## src/rtl/univ_shift_reg.sv

```systemverilog
// univ_shift_reg: parametrised universal shift register.
//
// One WIDTH-bit register covering SISO, SIPO, PISO and PIPO use. It supports
// synchronous set and clear of the whole register, hold, shift right, shift
// left and parallel load. A saturating counter tracks the shifts made since the
// last load, set, clear or reset, so that a serializer knows when the word has
// been fully drained.
//
// Ports:
//   clk       in   rising-edge clock
//   rst_n     in   synchronous active-low reset (overrides everything)
//   en        in   mode enable; 0 = hold (set/clr still act)
//   mode      in   00 hold, 01 shift right, 10 shift left, 11 parallel load
//   sin_r     in   serial in for right shift, enters q[WIDTH-1]
//   sin_l     in   serial in for left shift, enters q[0]
//   pdata_in  in   parallel load data
//   set       in   synchronous set, q <= all ones
//   clr       in   synchronous clear, q <= all zeros
//   q         out  register contents
//   sout_r    out  serial out for right shift (q[0])
//   sout_l    out  serial out for left shift (q[WIDTH-1])
//   shift_cnt out  shifts since last load/set/clr/reset, saturating at WIDTH
//   drained   out  registered, high while shift_cnt == WIDTH
//   err       out  one-cycle pulse after an edge that saw set and clr together
module univ_shift_reg #(
    parameter int unsigned          WIDTH     = 8,
    parameter logic [WIDTH-1:0]     RESET_VAL = '0
) (
    input  logic                         clk,
    input  logic                         rst_n,
    input  logic                         en,
    input  logic [1:0]                   mode,
    input  logic                         sin_r,
    input  logic                         sin_l,
    input  logic [WIDTH-1:0]             pdata_in,
    input  logic                         set,
    input  logic                         clr,
    output logic [WIDTH-1:0]             q,
    output logic                         sout_r,
    output logic                         sout_l,
    output logic [$clog2(WIDTH+1)-1:0]   shift_cnt,
    output logic                         drained,
    output logic                         err
);

    localparam int unsigned CW = $clog2(WIDTH + 1);
    localparam logic [CW-1:0] CNT_FULL = CW'(WIDTH);

    typedef enum logic [1:0] {
        MODE_HOLD  = 2'b00,
        MODE_SHR   = 2'b01,
        MODE_SHL   = 2'b10,
        MODE_LOAD  = 2'b11
    } mode_e;

    logic [WIDTH-1:0] data_q,    data_d;
    logic [CW-1:0]    cnt_q,     cnt_d;
    logic             drained_q, drained_d;
    logic             err_q,     err_d;
    logic             shift_do;

    always_comb begin
        data_d    = data_q;
        cnt_d     = cnt_q;
        drained_d = drained_q;
        err_d     = 1'b0;
        shift_do  = 1'b0;

        if (set && clr) begin
            // Conflicting request: keep state intact and flag it next cycle.
            err_d = 1'b1;
        end else if (clr) begin
            data_d    = '0;
            cnt_d     = '0;
            drained_d = 1'b0;
        end else if (set) begin
            data_d    = '1;
            cnt_d     = '0;
            drained_d = 1'b0;
        end else if (en) begin
            case (mode_e'(mode))
                MODE_SHR: begin
                    data_d   = {sin_r, data_q[WIDTH-1:1]};
                    shift_do = 1'b1;
                end
                MODE_SHL: begin
                    data_d   = {data_q[WIDTH-2:0], sin_l};
                    shift_do = 1'b1;
                end
                MODE_LOAD: begin
                    data_d    = pdata_in;
                    cnt_d     = '0;
                    drained_d = 1'b0;
                end
                default: ;
            endcase

            // Count saturates; data keeps moving once the count is full.
            if (shift_do) begin
                if (cnt_q != CNT_FULL) begin
                    cnt_d = cnt_q + 1'b1;
                end
                drained_d = (cnt_d == CNT_FULL);
            end
        end
    end

    always_ff @(posedge clk) begin
        if (!rst_n) begin
            data_q    <= RESET_VAL;
            cnt_q     <= '0;
            drained_q <= 1'b0;
            err_q     <= 1'b0;
        end else begin
            data_q    <= data_d;
            cnt_q     <= cnt_d;
            drained_q <= drained_d;
            err_q     <= err_d;
        end
    end

    assign q         = data_q;
    assign sout_r    = data_q[0];
    assign sout_l    = data_q[WIDTH-1];
    assign shift_cnt = cnt_q;
    assign drained   = drained_q;
    assign err       = err_q;

endmodule

```

## config.mk

```make
export PLATFORM = sky130hd
export DESIGN_NAME = univ_shift_reg
export DESIGN_NICKNAME = d
export VERILOG_FILES = /design/src/rtl/univ_shift_reg.sv
export SDC_FILE = /design/constraint.sdc
export NUM_CORES = 1
export LEC_CHECK = 0
export ABC_CLOCK_PERIOD_IN_PS = 2690
export CORE_ASPECT_RATIO = 1.25
export CORE_UTILIZATION = 45
export CTS_CLUSTER_SIZE = 40
export DETAILED_ROUTE_END_ITERATION = 8
export PLACE_DENSITY = 0.81
export SLEW_MARGIN = 10
export SYNTH_ARGS = -nofsm -noshare
export SYNTH_HDL_FRONTEND = slang
export SYNTH_SLANG_ARGS = --single-unit
export TNS_END_PERCENT = 20
```

## constraint.sdc

```tcl
create_clock -name clk -period 2.69 [get_ports clk]
set_input_delay 0.269 -clock clk [delete_from_list [all_inputs] [get_ports clk]]
set_output_delay 0.269 -clock clk [all_outputs]
set_load 0.005 [all_outputs]
```

==> reports/qor.csv <==
stage,metric,value,unit
synth,#FFs+latches synth,14,
layout,Layout area overhead,37.8,%
pwr,peak supply drop,0.257,mV
cts,clk buf depth,2,
critical_path,Crit path depth,6,
cts,Post-CTS Setup Inserts,0,
sta,setup violators final,0,
pwr,clock power share,30.3,%
synth,Mapped Area,875,µm²
critical_path,CP bufs+invs,2,
synth,Yosys warnings,0,
sta,Final Hold Vio Count,0,
sta,highest clock rate,0.526,GHz
die,Initial Utilization,48.9,%
sta,Slew Limit Headroom,63.1,%
drt,vias,876,
pwr,PwrDens,401,nW/µm²
sta,ratio of final minimum period to clock period,70.7,%
critical_path,CP Data Required Time,2.83,ns
critical_path,R2R Path Start,shift_cnt[0],
pwr,Net Sw Frac,25.2,%
sta,clock skew,0.00303,ns
sta,RSZ-0062 raised after global routing,false,
synth,Synth area leader,dfxtp_1,
critical_path,crit path kind,in -> reg,
layout,Final Net Count,150,
placement,RePlAce Congestion,0.786,
grt,met1 global-route usage,23.1,%
die,Die H,51.3,µm
critical_path,Worst path max stage delay,0.50,ns
critical_path,CP max-delay cell,clkdlybuf4s50_1,
placement,detailed-placement wirelength estimate,1.68,mm
min_path,HP Class,reg -> reg,
critical_path,CP Data Arrival Time,2.04,ns
pwr,total chip power,0.483,mW
sta,Slew Limit Fails,0,
pwr,Switching Power,0.122,mW
drt,final WL,2.17,mm
placement,DP Area,1170,µm²
grt,grt met2 use,38.5,%
sta,worst slew pin tran,0.549,ns
layout,Antenna Cells,0,
status,status,"complete, no violations",
sta,Hold Slack,0.502,ns
drt,drt via density,6.00,
critical_path,CP startpoint kind,primary input,
drt,drt pass-1 iters,4,
cts,TritonCTS clock tree,done,
die,# IOs,33,
layout,share of cells above drive strength 1,7.09,%
min_path,hold path endpoint,drained,
drt,Residual DRC,0,
critical_path,worst r2r dst,drained,
synth,"Seq/Total Area, Yosys",32.0,%
critical_path,Crit. End Element,flop,
cts,post-cts resize count,0,
cts,CTS buffer count,3,
synth,Syn Nets,120,
synth,syn_area_per_cell,8.92,µm²
pwr,combinational share of power,22.8,%
die,Row Count,17,
min_path,Hold Crit Start,drained,
grt,pin count of the biggest net entering global routing,15,
die,die width,41.4,µm
grt,gr ovfl total,0,
critical_path,worst-path cell chain,clkdlybuf4s50_1 > inv_1 > ha_1 > o21a_1 > o21ai_1 > o2bb2ai_1,
layout,final instance area,1200,µm²
cts,"Clk Latency, worst-skew pair",0.27,ns
min_path,WHS Path Cells,1,
critical_path,cells on worst reg2reg path,6,
synth,post-synth top area share,32.0,%
critical_path,FF-to-FF setup slack,1.07,ns
synth,Unique masters post-synth,38,
grt,GRT Total Usage,21.4,%
synth,Syn Inst Count,98,
placement,Port-buffer cells,32,
pwr,Flop pwr share,46.9,%
cts,clock transition at the registers of the reported paths,0.08,ns
critical_path,family with the most delay on the worst path,compound AO/OA/AOI/OAI gates,
synth,Post-synth EDFFs,0,
sta,post-layout min period,1.90,ns
pwr,internal power consumption,0.361,mW
die,core area,1790,µm²
grt,Top Usage Layer GRT,met2,
drt,wire per inst,14.9,µm
synth,main area contributors after synthesis,"dfxtp_1, a221o_1, o2bb2ai_1",
sta,setup TNS,0,ns
cts,root buf cell,clkbuf_4,
drt,Post-DRT Antenna Nets,0,
cts,TritonCTS sink count,14,
flow_run,max cap viols,0,
synth,most frequent cell after synthesis,dfxtp_1,
synth,Most used DFF post-synth,dfxtp_1,
pwr,Leak,0.440,nW
cts,H-tree Lvls,1,
grt,initial antenna violation count,0,
cts,Hold Buf Count CTS,0,
grt,Global Route met3 Usage,2.83,%
critical_path,CP Max Fanout,8,
drt,initial drt markers,16,
grt,first-pass GRT wire length,3.57,mm
die,total die area,2120,µm²
grt,number of global-route vias before repair,843,
synth,Post-synth ARST share,0,%
synth,Synth top cells by count,"dfxtp_1, a21oi_1, o2bb2ai_1",
## stage by stage
stage	setup WS (ns)	cells	utilization (%)
2_1_floorplan	1.22	98	-
3_3_place_gp	0.605	142	65.4
3_5_place_dp	0.513	142	65.4
4_1_cts	0.799	146	67.4
5_1_grt	0.644	146	67.4
6_report	0.789	146	67.4
## metal layers
metal / vias up / part of all wire (%)
met5: - / 0
met1: 398 / 43
met2: 34 / 51
met3: 6 / 4.1
li1: 438 / -
met4: 0 / 1.6
## power by group through the flow
stage / Combinational, mW / Sequential, mW / Clock, mW
2_1_floorplan: 0.0552 / 0.230 / 0
3_3_place_gp: 0.107 / 0.231 / 0
3_5_place_dp: 0.109 / 0.231 / 0
4_1_cts: 0.110 / 0.226 / 0.149
5_1_grt: 0.119 / 0.228 / 0.158
6_report: 0.110 / 0.226 / 0.146
## state kept, by name, indices dropped and copies added, names as in the netlist
| name | cells |
|---|---|
| shift_cnt | 4 |
| err | 1 |
| drained | 1 |
| q | 8 |
## final cells by class
class                      count  area, µm²
inverter                       5       18.8
clock buffer                   4       36.3
tap                           19       23.8
sequential                    14        280
multi-input combinational     72        526
fill                         150        582
timing repair buffer          32        320
## cell families after synthesis
group                    count (synthesis)  synth area share, %
AND/OR/NAND/NOR                         23                 15.2
XOR/XNOR                                 2                 2.00
buffers and inverters                   12                 7.87
adder cells (fa/ha/maj)                  5                 7.15
flip-flops                              14                 32.0
AO/OA/AOI/OAI                           42                 35.8
## how the worst max path moves through the flow
stage	from	to	slack (ns)
6_report	mode[0]	q[7]	0.79
5_1_grt	mode[1]	q[3]	0.64
4_1_cts	mode[0]	q[0]	0.80
3_5_place_dp	mode[0]	q[0]	0.51
3_3_place_gp	mode[0]	q[0]	0.60
2_1_floorplan	shift_cnt[0]	drained	1.22
## layout by cell type (no fill, tap or decap), types with 3 or more instances in the layout
cell type        count
a221o_1              8
o21ai_0              5
clkdlybuf4s50_1     32
nand2_1              5
dfxtp_1             14
o2bb2ai_1            9
clkbuf_4             3
inv_1                5
ha_1                 5
a21oi_1             10
No activity file was read; power rests on OpenSTA's default activity.
